--- src/rtl/bus_if_pw.sv ---
// bus_if_pw: memory-stage bus interface with zero-latency SPM routing, a posted write buffer
// and a request/grant bus master FSM. Define BUS_IF_TIMEOUT_EN to enable the access timeout.
module bus_if_pw #(
  parameter int ADDR_W      = 30,
  parameter int DATA_W      = 32,
  parameter int IDX_W       = 3,
  parameter int SPM_INDEX   = 1,
  parameter int WBUF_DEPTH  = 4,
  parameter int TIMEOUT_CYC = 255
) (
  input  logic              clk,
  input  logic              reset,
  input  logic              stall,
  input  logic              flush,
  output logic              busy,
  input  logic [ADDR_W-1:0] addr,
  input  logic              rw,
  input  logic              as_n,
  input  logic [DATA_W-1:0] wr_data,
  output logic [DATA_W-1:0] rd_data,
  input  logic [DATA_W-1:0] spm_rd_data,
  output logic              spm_as_n,
  output logic [ADDR_W-1:0] spm_addr,
  output logic              spm_rw,
  output logic [DATA_W-1:0] spm_wr_data,
  input  logic [DATA_W-1:0] bus_rd_data,
  input  logic              bus_rdy_n,
  input  logic              bus_grnt_n,
  output logic              bus_req_n,
  output logic              bus_as_n,
  output logic [ADDR_W-1:0] bus_addr,
  output logic              bus_rw,
  output logic [DATA_W-1:0] bus_wr_data,
  output logic              wbuf_empty,
  output logic              err,
  output logic [1:0]        o_dbg_state
);

  localparam int PTR_W = $clog2(WBUF_DEPTH);
  localparam int CNT_W = PTR_W + 1;

  typedef enum logic [1:0] {
    S_IDLE   = 2'd0,
    S_REQ    = 2'd1,
    S_ACCESS = 2'd2,
    S_STALL  = 2'd3
  } state_t;

  state_t r_state, w_next;

  logic [ADDR_W-1:0] r_wb_addr [WBUF_DEPTH];
  logic [DATA_W-1:0] r_wb_data [WBUF_DEPTH];
  logic [PTR_W-1:0]  r_wr_ptr, r_rd_ptr;
  logic [CNT_W-1:0]  r_count;

  logic              r_bus_req_n, r_bus_as_n, r_bus_rw, r_cur_rd;
  logic [ADDR_W-1:0] r_bus_addr;
  logic [DATA_W-1:0] r_bus_wr_data, r_rd_buf;

  logic              w_req_valid, w_spm_hit, w_spm_go, w_rd_req, w_wr_req;
  logic              w_full, w_empty, w_enq, w_pop;
  logic              w_start, w_start_wr, w_grant, w_done, w_timeout;
  logic              w_rd_match, w_rd_ack;
  logic [DATA_W-1:0] w_rd_val;

  // Handshakes: the CPU holds {as_n, addr, rw, wr_data} while busy=1 and the access is taken
  // in the first cycle busy=0; on the bus, req_n stays low from REQ until rdy_n (or timeout).
  assign w_req_valid = !as_n && !flush;
  assign w_spm_hit   = (addr[ADDR_W-1 -: IDX_W] == IDX_W'(SPM_INDEX));
  assign w_spm_go    = w_req_valid && w_spm_hit && !stall;
  assign w_rd_req    = w_req_valid && !w_spm_hit && rw;
  assign w_wr_req    = w_req_valid && !w_spm_hit && !rw;

  assign w_full  = (r_count == CNT_W'(WBUF_DEPTH));
  assign w_empty = (r_count == '0);
  assign w_enq   = w_wr_req && !w_full;
  assign w_pop   = w_done && !r_cur_rd;

  assign spm_as_n    = !w_spm_go;
  assign spm_addr    = addr;
  assign spm_rw      = rw;
  assign spm_wr_data = wr_data;

  assign w_grant  = (r_state == S_REQ) && !bus_grnt_n;
  assign w_done   = (r_state == S_ACCESS) && (!bus_rdy_n || w_timeout);
  assign w_rd_val = w_timeout ? '1 : bus_rd_data;

  // A completing read only answers the CPU if it is the same address still being requested.
  assign w_rd_match = (r_bus_addr == addr);
  assign w_rd_ack   = r_cur_rd && ((w_done && w_rd_match) || (r_state == S_STALL));

`ifdef BUS_IF_TIMEOUT_EN
  localparam int TO_W = $clog2(TIMEOUT_CYC + 1);
  logic [TO_W-1:0] r_to_cnt;

  always_ff @(posedge clk) begin
    if (reset) begin
      r_to_cnt <= '0;
    end else if (w_grant) begin
      r_to_cnt <= '0;
    end else if ((r_state == S_ACCESS) && bus_rdy_n && (r_to_cnt != TO_W'(TIMEOUT_CYC))) begin
      r_to_cnt <= r_to_cnt + TO_W'(1);
    end
  end

  assign w_timeout = (r_state == S_ACCESS) && bus_rdy_n && (r_to_cnt == TO_W'(TIMEOUT_CYC));
`else
  assign w_timeout = 1'b0;
`endif

  assign err = w_timeout;

  always_ff @(posedge clk) begin
    if (w_enq) begin
      r_wb_addr[r_wr_ptr] <= addr;
      r_wb_data[r_wr_ptr] <= wr_data;
    end
  end

  always_ff @(posedge clk) begin
    if (reset) begin
      r_wr_ptr <= '0;
      r_rd_ptr <= '0;
      r_count  <= '0;
    end else begin
      if (w_enq) r_wr_ptr <= r_wr_ptr + PTR_W'(1);
      if (w_pop) r_rd_ptr <= r_rd_ptr + PTR_W'(1);
      r_count <= r_count + CNT_W'(w_enq) - CNT_W'(w_pop);
    end
  end

  assign wbuf_empty = w_empty;

  always_ff @(posedge clk) begin
    if (reset) r_state <= S_IDLE;
    else       r_state <= w_next;
  end

  // Buffered writes always win in IDLE, so a read can never overtake an older write.
  always_comb begin
    w_next     = r_state;
    w_start    = 1'b0;
    w_start_wr = 1'b0;
    case (r_state)
      S_IDLE: begin
        if (!w_empty) begin
          w_start    = 1'b1;
          w_start_wr = 1'b1;
          w_next     = S_REQ;
        end else if (w_rd_req) begin
          w_start = 1'b1;
          w_next  = S_REQ;
        end
      end
      S_REQ:    if (!bus_grnt_n) w_next = S_ACCESS;
      S_ACCESS: if (w_done) w_next = (r_cur_rd && stall) ? S_STALL : S_IDLE;
      S_STALL:  if (!stall) w_next = S_IDLE;
      default:  w_next = S_IDLE;
    endcase
  end

  always_ff @(posedge clk) begin
    if (reset) begin
      r_bus_req_n   <= 1'b1;
      r_bus_as_n    <= 1'b1;
      r_bus_addr    <= '0;
      r_bus_rw      <= 1'b1;
      r_bus_wr_data <= '0;
      r_cur_rd      <= 1'b0;
      r_rd_buf      <= '0;
    end else begin
      r_bus_as_n <= !w_grant;
      if (w_start) begin
        r_bus_req_n   <= 1'b0;
        r_bus_addr    <= w_start_wr ? r_wb_addr[r_rd_ptr] : addr;
        r_bus_rw      <= !w_start_wr;
        r_bus_wr_data <= w_start_wr ? r_wb_data[r_rd_ptr] : '0;
        r_cur_rd      <= !w_start_wr;
      end else if (w_done) begin
        r_bus_req_n   <= 1'b1;
        r_bus_addr    <= '0;
        r_bus_rw      <= 1'b1;
        r_bus_wr_data <= '0;
      end
      if (w_done && r_cur_rd) r_rd_buf <= w_rd_val;
    end
  end

  assign bus_req_n   = r_bus_req_n;
  assign bus_as_n    = r_bus_as_n;
  assign bus_addr    = r_bus_addr;
  assign bus_rw      = r_bus_rw;
  assign bus_wr_data = r_bus_wr_data;
  assign o_dbg_state = r_state;

  always_comb begin
    rd_data = '0;
    if (w_spm_go && rw) begin
      rd_data = spm_rd_data;
    end else if (w_rd_req && r_cur_rd && w_done && w_rd_match) begin
      rd_data = w_rd_val;
    end else if (w_rd_req && r_cur_rd && (r_state == S_STALL)) begin
      rd_data = r_rd_buf;
    end
  end

  assign busy = (w_rd_req && !w_rd_ack) || (w_wr_req && w_full);

endmodule
--- config.mk ---
export PLATFORM = sky130hd
export DESIGN_NAME = bus_if_pw
export DESIGN_NICKNAME = d
export VERILOG_FILES = /design/src/rtl/bus_if_pw.sv
export SDC_FILE = /design/constraint.sdc
export NUM_CORES = 1
export LEC_CHECK = 0
export ABC_AREA = 1
export BUFFER_PORTS_ARGS = -buffer_cell sky130_fd_sc_hd__buf_2
export CORE_AREA = 3 3 214 153
export DETAILED_ROUTE_END_ITERATION = 10
export DIE_AREA = 0 0 217 156
export GPL_TIMING_DRIVEN = 0
export PLACE_DENSITY_LB_ADDON = 0.2
export SLEW_MARGIN = 40
export SYNTH_ARGS = -nofsm -noshare
export SYNTH_HDL_FRONTEND = slang
export SYNTH_SLANG_ARGS = --single-unit
--- constraint.sdc ---
create_clock -name clk -period 5.37 [get_ports clk]
set_input_delay 0.537 -clock clk [delete_from_list [all_inputs] [get_ports clk]]
set_output_delay 0.537 -clock clk [all_outputs]
set_load 0.1 [all_outputs]
==> metrics.md <==
| Metric | Value |
|---|---|
| Tot GR Track Use | 24.2% |
| Switching power summed over all nets | 4.05 mW |
| Run status | completed |
| Largest cells by area after synthesis | sky130_fd_sc_hd__edfxtp_1 49%, sky130_fd_sc_hd__dfxtp_1 14%, sky130_fd_sc_hd__nand2_1 10% |
| Global-route wire length before repair | 64400 microns |
| Largest fanout on the critical path | 10 |
| Number of antenna violations at the first check in global routing | 2 |
| Via density per instance | 5.18 |
| GR met2 Demand/Resource | 38.8% |
| Combinational Power Share | 37.3% |
| Normalized max-slew margin | 48.8% |
| Sequential cell area | 0.00963 sq mm |
| Tightest Hold Check Type | primary input to register |
| Critical Path Sink Type | output pin |
| Number of pins with negative max-slew slack in the final report | 0 |
| Most common cell after layout, fill and taps aside | sky130_fd_sc_hd__nand2_1 |
| Core area | 0.0309 sq mm |
| #FFs+latches synth | 357 |
| R2R Setup Slk | 2.99 ns |
| Data arrival time of the critical path | 3.17 ns |
| Area growth syn-to-layout | 23.6% |
| Avg WL per Cell | 17.5 microns |
| Reported max-cap violation count | 0 |
| Total power consumption of the routed design | 9.49 mW |
| Area used by multi-input combinational logic | 0.00451 sq mm |
| Met1 Usage GRT | 33.7% |
| Root cell of the clock tree | sky130_fd_sc_hd__clkbuf_16 |
| Number of buffers created by CTS | 36 |
| Total wire length after detailed routing | 42100 microns |
| Die Span Y | 156 microns |
| Final antenna-violating net count | 0 |
| Setup Crit Path Kind | register to output pin |
| Global routing met3 resource utilization | 5.45% |
| Endpoint of the most critical register-to-register path | r_wb_data[2][14] |
| Maximum VDD drop | 0.275 mV |
| Worst Setup Slack post-DPL | 1.87 ns |
| Iteration-0 DRC count of the detailed router | 976 |
| Dpl cell area | 0.0177 sq mm |
| Highest achievable clock rate | 270 MHz |
| Power per cell area | 501 mW/mm^2 |
| Yosys top cell by area | sky130_fd_sc_hd__edfxtp_1 |
| Number of global-route vias before repair | 11800 |
| Ys Warns | 0 |
| Setup Viol. Count Final | 0 |
| Shortest period the worst path allows | 3.71 ns |
| Internal power | 5.43 mW |
| Setup repair after global routing missed its margin | no |
| Number of standard cells after synthesis | 1609 |
| Clock skew after layout | 0.0125 ns |
| Half-perimeter wire length after detailed placement | 29600 microns |
| Count of buffers inserted at the top-level ports | 298 |
| TritonCTS clock tree | done |
| Crit start category | register |
| Final antenna diode count | 0 |
| Sequential group share of total power | 35.6% |
| Last weighted congestion value of the routability-driven placer | 0.858 |
| Final #Nets | 2102 |
| Switching portion of total power | 42.7% |
| Design Area, Final | 0.0189 sq mm |
| Clk sinks | 357 |
| Synthesized area per cell | 9.53 sq um |
| Number of H-tree levels | 2 |
| Count of vias placed by the detailed router | 12500 |
| Post-CTS setup-driven buffer insertion count | 0 |
| Max clock buf depth | 3 |
| Effective utilization at floorplan | 49.5% |
| Pin count of the biggest net entering global routing | 19 |
| Number of inserted filler cells in the final layout | 2661 |
| Synthesized Nets | 1750 |
| Critical register-to-register path startpoint | r_count[1] |
| Final-layout worst hold slack | 0.237 ns |
| GR peak layer | met2 |
| Worst-case reg-to-reg path depth | 9 |
| Tcrit/Tclk final | 69.1% |
| Post-route worst setup slack | 1.66 ns |
| Width of the die | 217 microns |
| Detailed-route DRC error count | 0 |
| Full die area | 0.0339 sq mm |
| WHS Path Cells | 3 |
| Required time at the worst-slack endpoint | 4.83 ns |
| Netlist cell types | 31 |
| Worst Hold Path EP | bus_as_n |
| Skew-Pair Late Insertion Delay | 0.52 ns |
| Count of standard-cell rows | 54 |
| Final hold violations | 0 |
| Post-Synthesis Cell Area | 0.0153 sq mm |
| Static leakage | 7.90 nW |
| Number of buffers inserted by hold repair at cts | 0 |
| Total gr overflow | 0 |
| Post-CTS Resized | 0 |
| Clk network pwr share | 27.1% |
| Top library cells by usage in the layout, fill and taps aside | 427 x sky130_fd_sc_hd__nand2_1, 324 x sky130_fd_sc_hd__buf_2, 248 x sky130_fd_sc_hd__edfxtp_1, 172 x sky130_fd_sc_hd__nor2_1, 128 x sky130_fd_sc_hd__nand3_1 |
| Hold Startpoint | bus_grnt_n |
| Proportion of netlist area held by the largest area contributor | 48.6% |
| Ratio of cells with drive above 1 in the final layout | 24.7% |
| Share of the yosys chip area belonging to registers | 62.8% |
| Clock edge transition at the registers on the reported setup and hold paths | 0.06 ns |
| Actual slew at the worst max-slew pin | 0.768 ns |
| Number of detailed-routing iterations run before antenna repair | 5 |
| I/O pin total | 300 |
==> metal layers <==
layer	wire length (microns)	vias to the layer above	part of all wire (%)
met3	3370	72	8.0
met1	18700	5872	45
met2	19100	484	45
met4	817	2	1.9
li1	-	6042	-
met5	9	-	0.021
==> logic make-up (layout without fill, tap and decap cells) <==
| group | count (synthesis) | after routing | synth area share (%) |
|---|---|---|---|
| DFF | 357 | 357 | 62.8 |
| adders and majority gates | 7 | 7 | 0.620 |
| other | 1 | 1 | 0.0245 |
| and+or+nand+nor | 743 | 743 | 19.6 |
| buffers and inverters | 238 | 617 | 7.97 |
| xor gates and xnor gates | 3 | 3 | 0.171 |
| AOI/OAI and AO/OA | 260 | 260 | 8.78 |
==> through the flow <==
step	util (%)	TNS, ns	instances
floorplan	-	0	1609
global route	61.2	0	2408
CTS	61.2	0	2408
detailed placement	57.3	0	2343
finish	61.2	0	2408
global placement	56.1	-299.63	2327
==> registers in the layout, summed over array words and instances (netlist names), named ones only <==
signal and flops:
r_count 3, bus_req_n 1, r_wr_ptr 2, r_rd_buf 32, r_wb_addr 120, r_cur_rd 1, bus_wr_data 32, bus_as_n 1
r_rd_ptr 2, o_dbg_state 2, r_wb_data 128, bus_addr 30, bus_rw 1
==> worst max-delay path, stage by stage, from the launching register on <==
cell	delay, ns
sky130_fd_sc_hd__dfxtp_1	0.36
sky130_fd_sc_hd__inv_1	0.05
sky130_fd_sc_hd__nand2_1	0.05
sky130_fd_sc_hd__nand2_1	0.08
sky130_fd_sc_hd__nor2_1	0.19
sky130_fd_sc_hd__nand2_1	0.07
sky130_fd_sc_hd__nor2_1	0.15
sky130_fd_sc_hd__nand2_1	0.15
sky130_fd_sc_hd__nor2_1	0.54
sky130_fd_sc_hd__buf_2	0.34
sky130_fd_sc_hd__nand3_1	0.10
sky130_fd_sc_hd__nand3_1	0.11
sky130_fd_sc_hd__buf_2	0.44
==> synth_stat cells <==
cell type,count
sky130_fd_sc_hd__a21oi_1,125
sky130_fd_sc_hd__a31oi_1,3
sky130_fd_sc_hd__buf_1,3
sky130_fd_sc_hd__buf_2,26
sky130_fd_sc_hd__buf_4,69
sky130_fd_sc_hd__buf_6,5
sky130_fd_sc_hd__clkbuf_1,49
sky130_fd_sc_hd__clkinv_1,1
sky130_fd_sc_hd__conb_1,1
sky130_fd_sc_hd__dfxtp_1,109
sky130_fd_sc_hd__edfxtp_1,248
sky130_fd_sc_hd__fa_1,1
sky130_fd_sc_hd__ha_1,6
sky130_fd_sc_hd__inv_1,77
sky130_fd_sc_hd__inv_2,8
sky130_fd_sc_hd__nand2_1,427
sky130_fd_sc_hd__nand2_2,1
sky130_fd_sc_hd__nand3_1,128
sky130_fd_sc_hd__nand3_2,2
sky130_fd_sc_hd__nand4_1,1
sky130_fd_sc_hd__nor2_1,176
sky130_fd_sc_hd__nor2_2,3
sky130_fd_sc_hd__nor2_4,3
sky130_fd_sc_hd__nor3_2,1
sky130_fd_sc_hd__nor4_1,1
sky130_fd_sc_hd__o211ai_1,2
sky130_fd_sc_hd__o21ai_0,103
sky130_fd_sc_hd__o21ai_2,1
sky130_fd_sc_hd__o22ai_1,26
sky130_fd_sc_hd__xnor2_1,2
sky130_fd_sc_hd__xor2_1,1
==> layout make-up <==
class	instances	area share, %
plain buffers	152	4.75
clock buffers	51	5.38
clock inverters	14	0.971
inverters	86	1.70
multi-input cells	1014	23.8
flip-flops and latches	357	50.8
well taps	420	2.77
repair buffers	314	9.80
==> power by group through the flow <==
stage / clock network (mW) / registers (mW) / logic, mW
detailed placement: 0 / 3.43 / 3.54
finish: 2.57 / 3.38 / 3.54
global placement: 0 / 3.43 / 3.48
floorplan: 0 / 4.72 / 1.41
global route: 2.72 / 3.41 / 3.77
CTS: 2.61 / 3.38 / 3.55
==> worst max-delay path by stage <==
stage / start / to / slack, ns / cells past startpoint
final: bus_addr[0] / rd_data[8] / 1.66 / 12
after global placement: addr[29] / r_wb_data[3][13] / -1.35 / 7
after floorplan: flush / r_wb_addr[0][0] / 1.22 / 5
after CTS: bus_addr[0] / rd_data[8] / 1.67 / 12
after global routing: bus_addr[0] / rd_data[9] / 1.45 / 12
after detailed placement: addr[0] / rd_data[8] / 1.87 / 13
Note: power is estimated with default switching activity, not from simulation.
